`config.mk`:
```
export PLATFORM = sky130hd
export DESIGN_NAME = rx_huge_page_ctrl
export DESIGN_NICKNAME = d
export VERILOG_FILES = /design/src/rtl/rx_huge_page_ctrl_pkg.sv /design/src/rtl/rx_huge_page_ctrl_desc_fifo.sv /design/src/rtl/rx_huge_page_ctrl.sv
export SDC_FILE = /design/constraint.sdc
export NUM_CORES = 1
export LEC_CHECK = 0
export BUFFER_PORTS_ARGS = -buffer_cell sky130_fd_sc_hd__buf_2
export CAP_MARGIN = 0
export CORE_UTILIZATION = 47
export DETAILED_ROUTE_END_ITERATION = 8
export GPL_TIMING_DRIVEN = 0
export PLACE_DENSITY = 0.75
export SYNTH_ARGS = -nofsm -noshare
export SYNTH_HDL_FRONTEND = slang
export SYNTH_HIERARCHICAL = 1
export SYNTH_SLANG_ARGS = --single-unit
export TNS_END_PERCENT = 5
```
`constraint.sdc`:
```
create_clock -name clk156 -period 3.8 [get_ports clk156]
set_input_delay 0.57 -clock clk156 [delete_from_list [all_inputs] [get_ports clk156]]
set_output_delay 0.57 -clock clk156 [all_outputs]
set_load 0.05 [all_outputs]
```
`src/rtl/rx_huge_page_ctrl_pkg.sv`:
```
// Shared widths, FSM encoding and close-length helper for the RX huge-page controller.
package rx_huge_page_ctrl_pkg;

    localparam int HP_ADDR_W      = 64;
    localparam int HP_QW_W        = 19;
    localparam int HP_RESERVED_QW = 16;
    localparam int HP_ALIGN_BITS  = 21;

    typedef enum logic [1:0] {
        ST_NOPAGE = 2'd0,
        ST_ACTIVE = 2'd1,
        ST_CLOSE  = 2'd2,
        ST_ACK    = 2'd3
    } hp_state_e;

    // Payload length excludes the 16-QW header; a short page clamps to zero.
    function automatic logic [HP_QW_W-1:0] payload_qw(input logic [HP_QW_W-1:0] qw);
        return (qw > HP_QW_W'(HP_RESERVED_QW)) ? qw - HP_QW_W'(HP_RESERVED_QW) : '0;
    endfunction

endpackage

```
`src/rtl/rx_huge_page_ctrl_desc_fifo.sv`:
```
// Page descriptor queue; a push on a full queue lands only when a pop frees a slot that cycle.
module hp_desc_fifo
    import rx_huge_page_ctrl_pkg::*;
#(
    parameter int DEPTH = 4,
    parameter int PTR_W = $clog2(DEPTH)
) (
    input  logic                 clk156,
    input  logic                 reset_n,
    input  logic                 push_i,
    input  logic                 pop_i,
    input  logic [HP_ADDR_W-1:0] data_i,
    output logic [HP_ADDR_W-1:0] data_o,
    output logic                 full_o,
    output logic                 empty_o,
    output logic [PTR_W:0]       count_o
);

    logic [HP_ADDR_W-1:0] mem_q [DEPTH];
    logic [PTR_W-1:0]     wr_ptr_q, rd_ptr_q;
    logic [PTR_W:0]       count_q;
    logic                 do_push, do_pop;

    assign empty_o = (count_q == '0);
    assign full_o  = (count_q == (PTR_W+1)'(DEPTH));
    assign count_o = count_q;
    assign data_o  = mem_q[rd_ptr_q];

    assign do_pop  = pop_i & ~empty_o;
    assign do_push = push_i & (~full_o | do_pop);

    always_ff @(posedge clk156 or negedge reset_n) begin
        if (!reset_n) begin
            wr_ptr_q <= '0;
            rd_ptr_q <= '0;
            count_q  <= '0;
        end else begin
            if (do_push) wr_ptr_q <= wr_ptr_q + 1'b1;
            if (do_pop)  rd_ptr_q <= rd_ptr_q + 1'b1;
            case ({do_push, do_pop})
                2'b10:   count_q <= count_q + 1'b1;
                2'b01:   count_q <= count_q - 1'b1;
                default: count_q <= count_q;
            endcase
        end
    end

    always_ff @(posedge clk156) begin
        if (do_push) mem_q[wr_ptr_q] <= data_i;
    end

endmodule

```
`src/rtl/rx_huge_page_ctrl.sv`:
```
// Holds the current RX huge page, closes it on the trigger's request and advances to the next queued page.
module rx_huge_page_ctrl
    import rx_huge_page_ctrl_pkg::*;
#(
    parameter int DEPTH = 4,
    parameter int PTR_W = $clog2(DEPTH)
) (
    input  logic                 clk156,
    input  logic                 reset_n,
    input  logic                 hp_wr_en,
    input  logic [HP_ADDR_W-1:0] hp_wr_addr,
    output logic                 hp_fifo_full,
    output logic [PTR_W:0]       hp_pending,
    output logic                 hp_overflow,
    output logic                 hp_misaligned,
    output logic                 current_hp_valid,
    output logic [HP_ADDR_W-1:0] current_hp_addr,
    input  logic                 change_huge_page,
    output logic                 change_huge_page_ack,
    input  logic [HP_QW_W-1:0]   hp_qword_count,
    output logic                 close_req,
    output logic [HP_ADDR_W-1:0] close_addr,
    output logic [HP_QW_W-1:0]   close_qwords,
    input  logic                 close_ack,
    output logic [31:0]          pages_closed
);

    hp_state_e            state_q, state_d;
    logic [HP_ADDR_W-1:0] cur_addr_q, cur_addr_d, close_addr_q, close_addr_d;
    logic [HP_QW_W-1:0]   close_qw_q, close_qw_d;
    logic [31:0]          closed_q, closed_d;
    logic                 valid_q, valid_d, creq_q, creq_d, ack_q, ack_d;
    logic                 ovf_q, mis_q;
    logic                 aligned, pop, fifo_full, fifo_empty;
    logic [HP_ADDR_W-1:0] fifo_head;

    assign aligned = (hp_wr_addr[HP_ALIGN_BITS-1:0] == '0);

    hp_desc_fifo #(.DEPTH(DEPTH), .PTR_W(PTR_W)) u_fifo (
        .clk156  (clk156),
        .reset_n (reset_n),
        .push_i  (hp_wr_en & aligned),
        .pop_i   (pop),
        .data_i  (hp_wr_addr),
        .data_o  (fifo_head),
        .full_o  (fifo_full),
        .empty_o (fifo_empty),
        .count_o (hp_pending)
    );

    always_comb begin
        state_d      = state_q;
        cur_addr_d   = cur_addr_q;
        close_addr_d = close_addr_q;
        close_qw_d   = close_qw_q;
        closed_d     = closed_q;
        valid_d      = valid_q;
        creq_d       = creq_q;
        ack_d        = ack_q;
        pop          = 1'b0;
        case (state_q)
            ST_NOPAGE: begin
                if (!fifo_empty) begin
                    pop        = 1'b1;
                    cur_addr_d = fifo_head;
                    valid_d    = 1'b1;
                    state_d    = ST_ACTIVE;
                end
            end
            ST_ACTIVE: begin
                if (change_huge_page) begin
                    close_addr_d = cur_addr_q;
                    close_qw_d   = payload_qw(hp_qword_count);
                    valid_d      = 1'b0;
                    creq_d       = 1'b1;
                    state_d      = ST_CLOSE;
                end
            end
            ST_CLOSE: begin
                if (close_ack) begin
                    creq_d   = 1'b0;
                    closed_d = closed_q + 32'd1;
                    ack_d    = 1'b1;
                    state_d  = ST_ACK;
                end
            end
            ST_ACK: begin
                // Next page is loaded in the same cycle the handshake completes.
                if (!change_huge_page) begin
                    ack_d = 1'b0;
                    if (!fifo_empty) begin
                        pop        = 1'b1;
                        cur_addr_d = fifo_head;
                        valid_d    = 1'b1;
                        state_d    = ST_ACTIVE;
                    end else begin
                        state_d = ST_NOPAGE;
                    end
                end
            end
            default: state_d = ST_NOPAGE;
        endcase
    end

    always_ff @(posedge clk156 or negedge reset_n) begin
        if (!reset_n) begin
            state_q      <= ST_NOPAGE;
            cur_addr_q   <= '0;
            close_addr_q <= '0;
            close_qw_q   <= '0;
            closed_q     <= '0;
            valid_q      <= 1'b0;
            creq_q       <= 1'b0;
            ack_q        <= 1'b0;
            ovf_q        <= 1'b0;
            mis_q        <= 1'b0;
        end else begin
            state_q      <= state_d;
            cur_addr_q   <= cur_addr_d;
            close_addr_q <= close_addr_d;
            close_qw_q   <= close_qw_d;
            closed_q     <= closed_d;
            valid_q      <= valid_d;
            creq_q       <= creq_d;
            ack_q        <= ack_d;
            if (hp_wr_en && !aligned)                    mis_q <= 1'b1;
            if (hp_wr_en && aligned && fifo_full && !pop) ovf_q <= 1'b1;
        end
    end

    assign hp_fifo_full         = fifo_full;
    assign hp_overflow          = ovf_q;
    assign hp_misaligned        = mis_q;
    assign current_hp_valid     = valid_q;
    assign current_hp_addr      = cur_addr_q;
    assign change_huge_page_ack = ack_q;
    assign close_req            = creq_q;
    assign close_addr           = close_addr_q;
    assign close_qwords         = close_qw_q;
    assign pages_closed         = closed_q;

endmodule

```
## Word level (Yosys, flattened, before mapping)

Memories as Yosys holds them, arrays and structs flattened.
Cells that the tools add are included.

| operators by class | value |
|---|---|
| mux-type cells | 26 |
| magnitude comparators | 1 |
| $add $sub $neg | 6 |
| reduce and logical (&&, ||, !) cells | 21 |
| equal/unequal tests | 10 |
| bitwise operators | 6 |

Operators with widths:

| cell | number |
|---|---|
| two-way mux 64 bit | 2 |
| case mux 64 bit (2 select lines) | 1 |
| adder 32 x 1 -> 32 bit, second input constant | 1 |
| zero test 21 bit | 1 |
| greater-than comparator 19 x 5 -> 1 bit, second input constant | 1 |
| two-way mux 19 bit | 1 |
| subtractor 19 x 5 -> 19 bit, second input constant | 1 |
| two-way mux 1 bit | 12 |
| AND reduction 3 bit | 3 |
| two-way mux 2 bit | 4 |
| inequality test 2 bit, second input constant | 4 |
| case mux 2 bit (4 select lines) | 1 |
| nonzero test 2 bit | 4 |
| equality test 2 bit, second input constant | 3 |
| case mux 1 bit (2 select lines) | 3 |
| case mux 3 bit (2 select lines) | 1 |
| AND reduction 2 bit | 3 |
| adder 2 x 1 -> 2 bit, second input constant | 2 |
| equality test 2 x 1 -> 1 bit, second input constant | 2 |
| logical AND 1 bit | 4 |
| AND reduction 4 bit | 1 |
| adder 3 x 1 -> 3 bit, second input constant | 1 |
| AND 1 bit | 3 |
| equality test 3 bit, second input constant | 1 |
| other kinds (8) | 10 |

| storage, ports and cells | value |
|---|---|
| memories kept | 1 |
| register bits | 193 |
| input bits | 88 |
| memory bits (writable) | 256 |
| word-level logic and storage cells | 84 |
| output and inout port bits | 188 |

Memory list:

| memory | words | bits a word | rd ports | clocked after Yosys merged registers in | write ports | line | RTL |
|---|---|---|---|---|---|---|---|
| u_fifo.mem_q | 4 | 64 | 1 | 0 | 1 | rx_huge_page_ctrl_desc_fifo.sv:19 | `logic [HP_ADDR_W-1:0] mem_q [DEPTH];` |

## Logic depth before layout (Yosys ltp)

| logic depth | value |
|---|---|
| depth after elaboration | 9 |
| depth in mapped cells | 11 |
| gate-level depth less buffers | 11 |

## By module

The synthesis kept the hierarchy.

By module, submodules not included:

| module | area an instance (um2) | instances | cells an instance |
|---|---|---|---|
| hp_desc_fifo | 9,731.8 | 1 | 388 |
| rx_huge_page_ctrl | 7,643.6 | 1 | 564 |

## Least setup slack after synthesis

No wires, ideal clock.

| timing | value |
|---|---|
| path type | input to register |
| start point | input hp_wr_addr[11] |
| end point | memory u_fifo.mem_q[0][0] (enable) |
| arrival time | 2.655 ns |
| cell stages on the path | 5 |
| setup slack | 0.751 ns |
| data required time | 3.406 ns |
| path through | or4_1 -> nor4_1 -> buf_2 -> o21a_4 -> and2_2 |

| between the ends | value |
|---|---|
| cells in the longest elaborated chain, start to end | 5 |

Ends and longest elaborated chain:

| what | line | RTL |
|---|---|---|
| start, declared | rx_huge_page_ctrl.sv:11 | `input logic [HP_ADDR_W-1:0] hp_wr_addr,` |
| zero test 21 bit | rx_huge_page_ctrl.sv:37 | `assign aligned = (hp_wr_addr[HP_ALIGN_BITS-1:0] == '0);` |
| AND 1 bit | rx_huge_page_ctrl.sv:42 | `.push_i (hp_wr_en & aligned),` |
| AND 1 bit | rx_huge_page_ctrl_desc_fifo.sv:30 | `assign do_push = push_i & (~full_o \| do_pop);` |
| two-way mux 1 bit | rx_huge_page_ctrl_desc_fifo.sv:49 | `if (do_push) mem_q[wr_ptr_q] <= data_i;` |
| two-way mux 1 bit (implied by the code) | rx_huge_page_ctrl_desc_fifo.sv:49 |  |
| end, declared | rx_huge_page_ctrl_desc_fifo.sv:19 |  |

No other way between the ends.

## Worst setup path after layout

| timing | value |
|---|---|
| start point | input hp_wr_addr[16] |
| end point | memory u_fifo.mem_q[3][16] (enable) |

Same word-level chain as after synthesis.

==> flow_metrics.env <==
export IMPL_status="complete, but fails checks"
export IMPL_violations="hold timing"
export IMPL_synth_cell_type_count=51
export IMPL_setup_viol=0
export IMPL_post_cts_buffers=0
export IMPL_drv_slew=0
export IMPL_power_switching_uw=7534
export IMPL_whs_ns=-0.009624
export IMPL_grt_pass1_wl_um=56720
export IMPL_grt_max_degree=104
export IMPL_layout_common_cells="buf_2, edfxtp_1, dfrtp_1"
export IMPL_grt_pass1_vias=9881
export IMPL_grt_setup_unrepaired="false"
export IMPL_fmax_mhz=291.9
export IMPL_cts_hold_buf=0
export IMPL_clock_latency_ns=0.56
export IMPL_overflow=0
export IMPL_ys_seq_elements=449
export IMPL_ys_async_sr_fraction_pct=42.98
export IMPL_synth_top_family_by_area="multiplexers"
export IMPL_startpoint_type="input port"
export IMPL_grt_use_met2_pct=32.57
export IMPL_hp_class="input port to async pin"
export IMPL_power_share_sequential_pct=35.4
export IMPL_synth_top_cell_area_share_pct=44.24
export IMPL_synth_adder_area_share_pct=0.9793
export IMPL_max_cap_viol_count=0
export IMPL_grtUsageMet1_pct=25.78
export IMPL_fin_tns_setup_ns=0
export IMPL_drt_iter0_markers=362
export IMPL_final_common_cell="buf_2"
export IMPL_die_w_um=194.3
export IMPL_worst_path_buf_inv=3
export IMPL_yosys_top_cells_area="edfxtp_1, dfrtp_1, mux2_2"
export IMPL_synth_xor_area_share_pct=2.470
export IMPL_synth_net_count=1053
export IMPL_num_rows=70
export IMPL_crit_type="input port to flip-flop"
export IMPL_cp_cell_sequence="buf_2 > nor3_1 > nand4_1 > nor4_1 > buf_2 > o21a_4 > and2_4 > buf_12"
export IMPL_place_area_mm2=0.01945
export IMPL_drt_wl_total_um=36360
export IMPL_synth_edf_count=256
export IMPL_layout_drive_gt1_share_pct=44.30
export IMPL_clockBufferDepth=3
export IMPL_power_density_mw_per_mm2=902.0
export IMPL_crit_top_cell="buf_2"
export IMPL_die_y_um=194.3
export IMPL_swShare_pct=39.79
export IMPL_syn_mean_instance_area_um2=18.25
export IMPL_initial_core_util_pct=47.57
export IMPL_via_per_inst=5.342
export IMPL_combinationalPowerShare_pct=40.6
export IMPL_cp_top_family="simple AND/OR/NAND/NOR gates"
export IMPL_clk_pin_slew_worst_paths_ns=0.06
export IMPL_drc=0
export IMPL_htree_levels=2
export IMPL_dieArea_mm2=0.03774
export IMPL_cts_tree="yes"
export IMPL_ys_flop_type="edfxtp_1"
export IMPL_vias=9540
export IMPL_grtUsageMet3_pct=4.853
export IMPL_yosys_warnings=6
export IMPL_syn_area_mm2=0.01738
export IMPL_drtPass1Iterations=4
export IMPL_min_period_over_period_pct=90.16
export IMPL_numCtsBuffers=47
export IMPL_design_core_area_mm2=0.03652
export IMPL_dp_hpwl_um=23860
export IMPL_gp_congestion=0.8224
export IMPL_hold_violations=2
export IMPL_top_usage_layer="met2"
export IMPL_fin_total_pwr_uw=18930
export IMPL_finalNetCount=1381
export IMPL_worst_pin_slew_ns=0.9770
export IMPL_p_int_uw=11400
export IMPL_synth_compound_area_share_pct=1.779
export IMPL_relSlewSlack_pct=34.86
export IMPL_postRouteAntennaNets=0
export IMPL_routedWlPerCell_um=20.36
export IMPL_ioPinCount=276
export IMPL_critical_path_arrival_ns=3.66
export IMPL_io_buffers=274
export IMPL_critical_path_max_fanout=33
export IMPL_track_usage_pct=19.71
export IMPL_cp_required_ns=4.03
export IMPL_ff2ff_setup_slack_ns=0.87
export IMPL_skew_ns=0.01181
export IMPL_antenna_found_initial=4
export IMPL_area_growth_pct=20.82
export IMPL_synth_mux_area_share_pct=16.80
export IMPL_design_area_mm2=0.02099
export IMPL_cts_resized=0
export IMPL_power_frac_clock_pct=24.0
export IMPL_period_needed_ns=3.426
export IMPL_slowest_delay_ns=0.84
export IMPL_cts_root_buf="clkbuf_16"
export IMPL_crit_path_end_kind="flip-flop"
export IMPL_irDropWorstVdd_mv=0.7458
export IMPL_slowest_stage="nor4_1"
export IMPL_synth_simple_area_share_pct=4.357
export IMPL_cts_sinks=449
export IMPL_p_leak_uw=0.008341
export IMPL_synth_top_area_cell="edfxtp_1"
export IMPL_ys_seq_area_share_pct=72.04
export IMPL_syn_inst=952
metrics by stage:
stage / util, % / cells / hold WS [ns] / setup WS (ns)
2_1_floorplan: - / 952 / 0.2744 / 0.7514
3_3_place_gp: 52.93 / 1694 / 0.4477 / -1.379
3_5_place_dp: 53.27 / 1699 / 0.4624 / -0.4363
4_1_cts: 57.46 / 1784 / 0.05604 / 0.1636
5_1_grt: 57.46 / 1784 / 0.07264 / 0.01372
6_report: 57.48 / 1786 / -0.009624 / 0.3738
path summary, 6_finish.rpt:
check | from | end | cells past startpoint
min | reset_n | close_addr[3] | 1
max in group asynchronous | reset_n | close_addr[39] | 2
max | hp_wr_addr[16] | u_fifo/mem_q[3][16] | 8
max reg2reg | u_fifo/count_o[0] | u_fifo/mem_q[1][16] | 9
min reg2reg | close_qwords[4] | close_qwords[4] | 2
min in group clk156 | hp_wr_addr[59] | u_fifo/mem_q[3][59] | 1
Yosys cell counts (3+ instances only):
cell type and instances:
mux4_2 64, buf_2 15, buf_1 3, nand2_1 44, o31ai_1 9, buf_4 4
mux2_2 129, and4_1 4, xor2_1 15, nor3_1 11, edfxtp_1 256, clkbuf_1 16
nand3_1 17, nor4_1 9, ha_1 12, dfrtp_1 193, and2_2 4, o21ai_2 8
o21ai_0 8, nor2_1 16, and2_1 3, nor2b_1 4, and3_1 5, or4_1 3
xnor2_1 34, o21ai_1 4, inv_1 20, or3_1 3, nand4_1 10
cells by family after synthesis:
kind of cell | after synthesis
xor gates and xnor gates | 49
buffers and inverters | 60
adders and majority gates | 13
and+or+nand+nor | 144
DFF | 449
muxes | 195
AOI/OAI and AO/OA | 42
power groups by stage:
stage,Clock (µW),Combinational (µW),Sequential (µW)
2_1_floorplan,0,2980,9620
3_3_place_gp,0,7650,6750
3_5_place_dp,0,7800,6790
4_1_cts,4650,7810,6710
5_1_grt,4810,8130,6820
6_report,4540,7700,6700
cell type report:
| cell class | instances | area, µm² |
|---|---|---|
| well taps | 468 | 585.6 |
| clock inverters | 24 | 254.0 |
| clock buffers | 61 | 1279 |
| multi-input cells | 443 | 4589 |
| plain buffers | 40 | 198.9 |
| fillers | 2808 | 15530 |
| repair buffers | 279 | 1489 |
| inverters | 20 | 75.07 |
| diodes | 2 | 5.005 |
| flip-flops and latches | 449 | 12520 |
metal layers:
metal  vias to the layer above  part of all wire, %
li1                       4294                    -
met1                      4893                   42
met2                       289                   49
met3                        58                  6.3
met4                         6                  2.1
met5                         -                0.099
sequential cells by signal, indices dropped and copies added (netlist names):
| signal | cells |
|---|---|
| u_fifo/rd_ptr_q | 2 |
| hp_misaligned | 1 |
| current_hp_addr | 64 |
| u_fifo/count_o | 3 |
| close_req | 1 |
| current_hp_valid | 1 |
| u_fifo/wr_ptr_q | 2 |
| hp_overflow | 1 |
| state_q | 2 |
| change_huge_page_ack | 1 |
| close_addr | 64 |
| pages_closed | 32 |
| close_qwords | 19 |
| u_fifo/mem_q | 256 |
Power figures use the tool's default switching activity.
